<file path="src/rtl/ofm_drain_pkg.sv">
// drain_pkg: shared types and constants for the systolic-column output drain.
package drain_pkg;
  localparam int OWIDTH_DEF = 24;
  localparam int CWIDTH_DEF = 8;
  localparam logic [CWIDTH_DEF-1:0] DRAIN_CNT_MAX = '1;
  typedef struct packed {
    logic signed [OWIDTH_DEF-1:0] data;
    logic [CWIDTH_DEF-1:0]        cnt;
  } drain_entry_t;
  typedef enum logic {S_IDLE, S_OPEN} drain_state_t;
endpackage

</file>
<file path="src/rtl/ofm_drain_fifo.sv">
// drain_fifo: synchronous FIFO with wrap-bit pointers; a push while full needs a same-cycle pop.
module drain_fifo
  import drain_pkg::*;
#(
  parameter int  DEPTH = 4,
  parameter type T     = drain_entry_t
) (
  input  logic                     clk,
  input  logic                     rst,
  input  logic                     push,
  input  logic                     pop,
  input  T                         din,
  output T                         dout,
  output logic                     full,
  output logic                     empty,
  output logic [$clog2(DEPTH):0]   level
);
  localparam int AW = $clog2(DEPTH);
  T r_mem [DEPTH];
  logic [AW:0] r_wp, r_rp;
  logic w_push, w_pop;
  always_comb begin
    level  = r_wp - r_rp;
    empty  = r_wp == r_rp;
    full   = (r_wp[AW] != r_rp[AW]) && (r_wp[AW-1:0] == r_rp[AW-1:0]);
    w_pop  = pop & ~empty;
    w_push = push & (~full | w_pop);
    dout   = r_mem[r_rp[AW-1:0]];
  end
  always_ff @(posedge clk) begin
    if (rst) begin
      r_wp <= '0;
      r_rp <= '0;
    end else begin
      if (w_push) r_wp <= r_wp + 1'b1;
      if (w_pop) r_rp <= r_rp + 1'b1;
    end
  end
  always_ff @(posedge clk)
    if (w_push) r_mem[r_wp[AW-1:0]] <= din;
endmodule

</file>
<file path="src/rtl/ofm_drain.sv">
// ofm_drain: detects accumulation-window ends on the bottom-PE stream and queues {final sum, beat count}.
module ofm_drain
  import drain_pkg::*;
#(
  parameter int OWIDTH = 24,
  parameter int CWIDTH = 8,
  parameter int FDEPTH = 4
) (
  input  logic                       clk,
  input  logic                       rst,
  input  logic                       en_o,
  input  logic                       clr_o,
  input  logic signed [OWIDTH-1:0]   ofm,
  output logic                       o_valid,
  input  logic                       o_ready,
  output logic signed [OWIDTH-1:0]   o_data,
  output logic [CWIDTH-1:0]          o_cnt,
  output logic [$clog2(FDEPTH):0]    o_level,
  output logic                       err_ovf
);
  typedef struct packed {
    logic signed [OWIDTH-1:0] data;
    logic [CWIDTH-1:0]        cnt;
  } entry_t;
  drain_state_t r_state, w_state_n;
  logic signed [OWIDTH-1:0] r_held, w_held_n;
  logic [CWIDTH-1:0] r_cnt, w_cnt_n;
  logic r_err, w_err_n, w_start, w_end, w_pop, w_full, w_empty;
  entry_t w_head, w_push_data;
  // A clr_o beat closes the open window and starts the next one in the same cycle.
  always_comb begin
    w_start     = en_o & ((r_state == S_IDLE) | clr_o);
    w_end       = (r_state == S_OPEN) & (~en_o | clr_o);
    w_pop       = ~w_empty & o_ready;
    w_state_n   = en_o ? S_OPEN : S_IDLE;
    w_held_n    = en_o ? ofm : r_held;
    w_cnt_n     = w_start ? CWIDTH'(1) : (en_o & ~&r_cnt) ? r_cnt + 1'b1 : r_cnt;
    w_err_n     = r_err | (w_end & w_full & ~w_pop);
    w_push_data = '{data: r_held, cnt: r_cnt};
  end
  always_ff @(posedge clk) begin
    if (rst) begin
      r_state <= S_IDLE;
      r_held  <= '0;
      r_cnt   <= '0;
      r_err   <= 1'b0;
    end else begin
      r_state <= w_state_n;
      r_held  <= w_held_n;
      r_cnt   <= w_cnt_n;
      r_err   <= w_err_n;
    end
  end
  drain_fifo #(.DEPTH(FDEPTH), .T(entry_t)) u_fifo (
    .clk   (clk),
    .rst   (rst),
    .push  (w_end),
    .pop   (w_pop),
    .din   (w_push_data),
    .dout  (w_head),
    .full  (w_full),
    .empty (w_empty),
    .level (o_level)
  );
  assign o_valid = ~w_empty;
  assign o_data  = o_valid ? w_head.data : '0;
  assign o_cnt   = o_valid ? w_head.cnt : '0;
  assign err_ovf = r_err;
endmodule

</file>
<file path="config.mk">
export PLATFORM = sky130hd
export DESIGN_NAME = ofm_drain
export DESIGN_NICKNAME = d
export VERILOG_FILES = /design/src/rtl/ofm_drain_pkg.sv /design/src/rtl/ofm_drain_fifo.sv /design/src/rtl/ofm_drain.sv
export SDC_FILE = /design/constraint.sdc
export NUM_CORES = 1
export LEC_CHECK = 0
export ABC_CLOCK_PERIOD_IN_PS = 7060
export CAP_MARGIN = 20
export CORE_MARGIN = 2
export CORE_UTILIZATION = 45
export DETAILED_ROUTE_END_ITERATION = 8
export PLACE_DENSITY_LB_ADDON = 0.3
export SLEW_MARGIN = 40
export SYNTH_ARGS = -nofsm -noshare
export SYNTH_HDL_FRONTEND = slang
export SYNTH_HIERARCHICAL = 1
export SYNTH_SLANG_ARGS = --single-unit
</file>
<file path="constraint.sdc">
create_clock -name clk -period 7.06 [get_ports clk]
set_clock_uncertainty 0.15 [all_clocks]
set_input_delay 1.059 -clock clk [delete_from_list [all_inputs] [get_ports clk]]
set_output_delay 1.059 -clock clk [all_outputs]
set_load 0.01 [all_outputs]
</file>
==> flow_metrics.env, run 1 <==
export IMPL_start_util=0.4625
export IMPL_synth_cells=400
export IMPL_placed_area_sq_um=7597
export IMPL_cp_arrival_ns=2.65
export IMPL_ys_seq_area_frac=0.6917
export IMPL_max_vdd_ir_drop_mv=0.1887
export IMPL_cp_endpoint="o_cnt[0]"
export IMPL_viasPerCell=5.363
export IMPL_synth_area_top_cells="edfxtp_1 (57%), dfxtp_1 (12%), mux4_2 (11%)"
export IMPL_cts_root_buffer="clkbuf_16"
export IMPL_pwr_share_comb=0.108
export IMPL_clockPowerShare=0.403
export IMPL_slew_viol_final=0
export IMPL_core_sq_um=14640
export IMPL_power_leakage_nw=2.836
export IMPL_ys_ff_latch=170
export IMPL_powerDensity_nw_per_um2=280.0
export IMPL_synth_top_area_cell="edfxtp_1"
export IMPL_design_area_sq_um=8192
export IMPL_numCtsBuffers=17
export IMPL_r2r_setup_slack_ns=4.08
export IMPL_clk_latency_ns=0.41
export IMPL_area_delta_synth_final_pct=20.95
export IMPL_finalCriticalPeriod_ns=3.859
export IMPL_fmax_mhz=259.1
export IMPL_overflow=0
export IMPL_status="finished, final reports clean"
export IMPL_r2r_start="u_fifo/r_wp[0]$_SDFFE_PP0P_"
export IMPL_die_w_um=126.7
export IMPL_worst_ep_required_time_ns=5.85
export IMPL_fin_hold_ws_ns=0.3547
export IMPL_rsz0062_at_grt="no"
export IMPL_path_delay_family="buffers and inverters"
export IMPL_postRouteAntennaNets=0
export IMPL_finalHoldViolCount=0
export IMPL_worst_slew_margin_rel=0.6013
export IMPL_avgSynthCellArea_sq_um=16.93
export IMPL_p_switching_w=0.0004846
export IMPL_port_buffers=65
export IMPL_stdcell_count=663
export IMPL_post_route_period_util=0.5466
export IMPL_setup_tns_ns=0
export IMPL_synth_nets=438
export IMPL_cpMaxStageDelayCell="mux4_2"
export IMPL_ys_warn_count=6
export IMPL_drtPass1Iterations=4
export IMPL_setup_viol=0
export IMPL_nets=504
export IMPL_regToRegEndpoint="u_fifo/r_wp[2]$_SDFFE_PP0P_"
export IMPL_cts_hold_buf=0
export IMPL_drt_total_wl_um=12230
export IMPL_r2r_cells=8
export IMPL_die_area_sq_um=16050
export IMPL_post_synth_num_cell_types=46
export IMPL_crit_fanout=26
export IMPL_fill_cells=1158
export IMPL_cts_clk_slew_worst_paths_ns=0.06
export IMPL_swShare=0.2113
export IMPL_yosysTopAreaCellShare=0.5675
export IMPL_cp_start_kind="flop"
export IMPL_placedCellCount=631
export IMPL_antenna_found_initial=0
export IMPL_maxCapViolations=0
export IMPL_num_io_pins=66
export IMPL_clock_path_buffers=2
export IMPL_cp_num_buf_inv=2
export IMPL_fp_dieH_um=126.7
export IMPL_first_global_vias=3726
export IMPL_drc_errors=0
export IMPL_postCtsSetupBuffers=0
export IMPL_hp_class="flop to flop"
export IMPL_crit_path_end_kind="output pin"
export IMPL_critical_path_max_stage_delay_ns=0.60
export IMPL_power_frac_seq=0.488
export IMPL_n_antenna_cell=0
export IMPL_cp_depth=4
export IMPL_post_cts_resized=0
export IMPL_cts_tree="yes"
export IMPL_gp_congestion=0.7593
export IMPL_place_hpwl_um=7073
export IMPL_path_cells="buf_4 -> mux4_2 -> nor2b_1 -> clkdlybuf4s50_1"
export IMPL_syn_area_sq_um=6773
export IMPL_cts_sinks=170
export IMPL_post_drt_wl_per_cell_um=18.45
export IMPL_grt_pass1_wl_um=19560
export IMPL_drive_gt1_frac=0.1587
export IMPL_grt_max_degree=40
export IMPL_rows=44
export IMPL_p_int_w=0.001809
export IMPL_drt_iter0_drc=296
export IMPL_crit_type="flop to output pin"
export IMPL_worst_slew_pin_transition_ns=0.5980
export IMPL_vias=3556
export IMPL_htree_num_levels=4
export IMPL_track_usage=0.1626
export IMPL_p_total_w=0.002294
==> flip-flops by register name, indices dropped and copies added (netlist names), named ones only <==
| register | flops |
|---|---|
| err_ovf | 1 |
| u_fifo/r_wp | 3 |
| r_state | 1 |
| r_held | 24 |
| u_fifo/r_mem | 128 |
| r_cnt | 8 |
| u_fifo/r_rp | 3 |
==> cells in the mapped netlist (all sizes together) <==
library cell,number
nand4,4
a211o,4
edfxtp,128
nand2,5
o21a,1
buf,11
mux4,32
o21ai,3
and4,1
o311a,1
nor3,1
ha,8
xnor2,2
mux2i,28
o211ai,5
o2111ai,1
o31a,1
nand3,2
nor3b,2
a2111oi,1
mux2,4
and2,4
dfxtp,42
or4,1
or3,1
fa,1
clkbuf,9
nand2b,3
inv,13
nor2,32
a31oi,1
nor2b,34
a41oi,1
xor2,1
o211a,1
and2b,1
o31ai,2
and3,1
nor4,1
a21oi,6
==> logic make-up after synthesis <==
group,synth area share
DFF,0.6917
and+or+nand+nor,0.07501
muxes,0.1550
xor gates and xnor gates,0.003880
AOI/OAI and AO/OA,0.03252
adders and majority gates,0.01774
buffers and inverters,0.02420
==> power groups by stage <==
stage | Combinational [W] | Clock [W] | Sequential (W)
after floorplan | 0.000132 | 0 | 0.00113
after detailed placement | 0.000252 | 0 | 0.00114
after global routing | 0.000270 | 0.000988 | 0.00112
after CTS | 0.000254 | 0.000943 | 0.00112
final | 0.000249 | 0.000925 | 0.00112
after global placement | 0.000239 | 0 | 0.00114
==> placed cells by master, fill, tap and decap left out, drive strengths merged, types with 2 or more instances in the layout <==
cell type	instances
a211o	4
a21oi	6
and2	4
buf	4
bufinv	3
clkbuf	23
clkdlybuf4s50	63
clkinv	6
dfxtp	42
edfxtp	128
ha	8
inv	13
mux2	4
mux2i	28
mux4	32
nand2	5
nand2b	3
nand3	2
nand4	4
nor2	32
nor2b	34
nor3b	2
o211ai	5
o21ai	3
o31ai	2
xnor2	2
==> how the worst min path moves through the flow <==
stage                                       start                            end  slack, ns  cells past startpoint
after global routing       r_held[7]$_SDFFE_PP0P_  u_fifo/r_mem[2][15]$_DFFE_PP_       0.37                      0
after global placement     r_held[6]$_SDFFE_PP0P_  u_fifo/r_mem[1][14]$_DFFE_PP_       0.33                      0
after CTS                  r_held[6]$_SDFFE_PP0P_  u_fifo/r_mem[0][14]$_DFFE_PP_       0.36                      0
final                      r_held[7]$_SDFFE_PP0P_  u_fifo/r_mem[2][15]$_DFFE_PP_       0.35                      0
after floorplan            r_held[2]$_SDFFE_PP0P_  u_fifo/r_mem[0][10]$_DFFE_PP_       0.31                      0
after detailed placement  r_held[18]$_SDFFE_PP0P_  u_fifo/r_mem[1][26]$_DFFE_PP_       0.35                      0
==> stage by stage <==
step           setup WS, ns    util
2_1_floorplan         4.058       -
3_3_place_gp          3.501  0.5156
3_5_place_dp          3.532  0.5188
4_1_cts               3.075  0.5592
5_1_grt               2.967  0.5594
6_report              3.201  0.5594
==> layer usage <==
metal | share of wire | GRT usage
met5 | 0 | 0
met4 | 0.0060 | 0.05430
met3 | 0.053 | 0.04175
met2 | 0.51 | 0.2636
met1 | 0.43 | 0.2168
==> area by class of cell <==
class	instances	area, sq um	share of cell area
multi-input cells	197	1951	0.2381
repair buffers	67	680.7	0.08309
clock buffers	23	467.9	0.05713
well taps	184	230.2	0.02810
flip-flops and latches	170	4690	0.5725
clock inverters	9	123.9	0.01512
inverters	13	48.80	0.005957
No activity file was read; power rests on OpenSTA's default activity.
==> run 2, diff against run 1 <==
--- a/config.mk
+++ b/config.mk
@@ -5,7 +5,7 @@
 export SDC_FILE = /design/constraint.sdc
 export NUM_CORES = 1
 export LEC_CHECK = 0
-export ABC_CLOCK_PERIOD_IN_PS = 7060
+export ABC_CLOCK_PERIOD_IN_PS = 3500
 export CAP_MARGIN = 20
 export CORE_MARGIN = 2
 export CORE_UTILIZATION = 45
==> constraint.sdc (replaced) <==
create_clock -name clk -period 3.5 [get_ports clk]
set_clock_uncertainty 0.15 [all_clocks]
set_input_delay 0.525 -clock clk [delete_from_list [all_inputs] [get_ports clk]]
set_output_delay 0.525 -clock clk [all_outputs]
set_load 0.01 [all_outputs]
==> run 2 against run 1 <==
Total power is 100% higher. Via count is 0.45% lower. First-iteration DRC count is 19% lower. Clock power is 99% higher. Sequential power is 100% higher. Register-to-register slack worse by 3.5 ns. Final area is 0.84% higher. Critical endpoint is now o_cnt[1].
==> flow_metrics.env, run 2 (synthesized netlist as in run 1, its figures left out) <==
export IMPL_fmax_mhz=307.5
export IMPL_clk_latency_ns=0.42
export IMPL_drive_gt1_frac=0.1770
export IMPL_n_antenna_cell=0
export IMPL_pre_cts_slack_ns=0.6058
export IMPL_track_usage=0.1667
export IMPL_fill_cells=1112
export IMPL_critical_path_max_stage_delay_ns=0.56
export IMPL_layout_common_cells="edfxtp_1 (128), clkdlybuf4s50_1 (63), dfxtp_1 (40)"
export IMPL_p_total_w=0.004601
export IMPL_post_route_period_util=0.9290
export IMPL_crit_type="flop to output pin"
export IMPL_first_global_vias=3844
export IMPL_numCtsBuffers=17
export IMPL_setup_viol=0
export IMPL_cts_hold_buf=0
export IMPL_power_leakage_nw=2.852
export IMPL_clockPowerShare=0.401
export IMPL_status="finished, final reports clean"
export IMPL_cts_tree="yes"
export IMPL_postCtsSetupBuffers=0
export IMPL_power_frac_seq=0.492
export IMPL_max_vdd_ir_drop_mv=0.3700
export IMPL_vias=3540
export IMPL_finalCriticalPeriod_ns=3.252
export IMPL_pwr_share_comb=0.108
export IMPL_post_cts_resized=0
export IMPL_nets=511
export IMPL_htree_num_levels=4
export IMPL_cp_num_buf_inv=3
export IMPL_finalHoldViolCount=0
export IMPL_p_int_w=0.003549
export IMPL_layout_commonest_cell="edfxtp_1"
export IMPL_rsz0062_at_grt="no"
export IMPL_cpMaxStageDelayCell="clkdlybuf4s50_1"
export IMPL_path_cells="inv_1 -> ha_1 -> nand2_1 -> nor2_4 -> buf_4 -> nor2b_1 -> clkdlybuf4s50_1"
export IMPL_grt_max_degree=40
export IMPL_viasPerCell=5.284
export IMPL_die_area_sq_um=16050
export IMPL_drt_iter0_drc=240
export IMPL_placedCellCount=638
export IMPL_cts_clk_slew_worst_paths_ns=0.06
export IMPL_worst_slew_margin_rel=0.6038
export IMPL_area_delta_synth_final_pct=21.97
export IMPL_rows=44
export IMPL_gp_congestion=0.7869
export IMPL_swShare=0.2287
export IMPL_path_delay_family="buffers and inverters"
export IMPL_crit_path_end_kind="output pin"
export IMPL_cts_root_buffer="clkbuf_16"
export IMPL_p_switching_w=0.001052
export IMPL_port_buffers=65
export IMPL_worst_slew_pin_transition_ns=0.5943
export IMPL_largest_reg_flops=128
export IMPL_fin_hold_ws_ns=0.3461
export IMPL_powerDensity_nw_per_um2=557.0
export IMPL_clock_path_buffers=2
export IMPL_stdcell_count=670
export IMPL_drtPass1Iterations=4
export IMPL_hp_class="flop to flop"
export IMPL_worst_ep_required_time_ns=2.82
export IMPL_layout_setup_ws_ns=0.2484
export IMPL_maxCapViolations=0
export IMPL_grt_pass1_wl_um=19970
export IMPL_overflow=0
export IMPL_cp_start_kind="flop"
export IMPL_slew_viol_final=0
export IMPL_place_hpwl_um=7552
export IMPL_crit_fanout=34
export IMPL_drt_total_wl_um=12350
export IMPL_cts_sinks=170
export IMPL_postRouteAntennaNets=0
export IMPL_post_drt_wl_per_cell_um=18.43
export IMPL_antenna_found_initial=0
export IMPL_start_util=0.4625
export IMPL_fp_dieH_um=126.7
export IMPL_core_sq_um=14640
export IMPL_setup_tns_ns=0
export IMPL_drc_errors=0
export IMPL_num_io_pins=66
export IMPL_die_w_um=126.7
export IMPL_cp_arrival_ns=2.58
==> run 2: cell types whose count changed in the layout (fill, tap and decap cells not counted), moves of 2 or more <==
cell,before,now
buf_12,0,4
and2_4,3,0
buf_4,3,6
clkbuf_1,4,0
clkbuf_8,2,0
clkinvlp_4,0,3
clkinv_2,5,1
and2_2,0,3
inv_6,0,6
==> run 2: power by group through the flow <==
stage,Combinational (W),Clock [W],Sequential [W]
4_1_cts,0.000505,0.00189,0.00226
5_1_grt,0.000538,0.00198,0.00227
3_5_place_dp,0.000502,0,0.00231
3_3_place_gp,0.000499,0,0.00230
6_report,0.000496,0.00184,0.00226
2_1_floorplan,0.000267,0,0.00229
==> run 2: per-layer routing <==
metal,wire (um),global-route usage,vias to the layer above
met3,582,0.04808,10
met1,5353,0.2082,1755
met5,0,0,-
met2,6287,0.2817,96
met4,126,0.05624,0
li1,-,-,1679
==> run 2: area by class of cell <==
type,count,area (sq um),share of cell area
clock buffers,17,425.4,0.05150
clock inverters,15,161.4,0.01954
repair buffers,74,760.7,0.09209
inverters,13,48.80,0.005907
well taps,184,230.2,0.02787
flip-flops and latches,170,4687,0.5674
multi-input cells,197,1947,0.2357
==> run 2: final timing paths <==
kind / from / endpoint / slack (ns) / cells after the start
worst min register to register: err_ovf$_SDFF_PP0_ / err_ovf$_SDFF_PP0_ / 0.35 / 2
worst min-delay path: err_ovf$_SDFF_PP0_ / err_ovf$_SDFF_PP0_ / 0.35 / 2
worst max-delay path: u_fifo/r_wp[0]$_SDFFE_PP0P_ / o_cnt[1] / 0.25 / 7
worst max register to register: u_fifo/r_wp[0]$_SDFFE_PP0P_ / u_fifo/r_mem[0][11]$_DFFE_PP_ / 0.62 / 9
==> run 2: worst reg2reg max path: stages, from the launching register on <==
cell	delay (ns)
dfxtp_1	0.38
inv_1	0.11
ha_1	0.32
nand2_1	0.25
nor2_4	0.05
nand2b_1	0.16
inv_1	0.17
o31a_1	0.30
and2_2	0.45
buf_12	0.24
==> run 2: metrics by stage <==
step / area [sq um] / util
3_3_place_gp: 7661 / 0.5232
3_5_place_dp: 7664 / 0.5233
2_1_floorplan: 6773 / -
6_report: 8260 / 0.5641
5_1_grt: 8260 / 0.5641
4_1_cts: 8250 / 0.5634
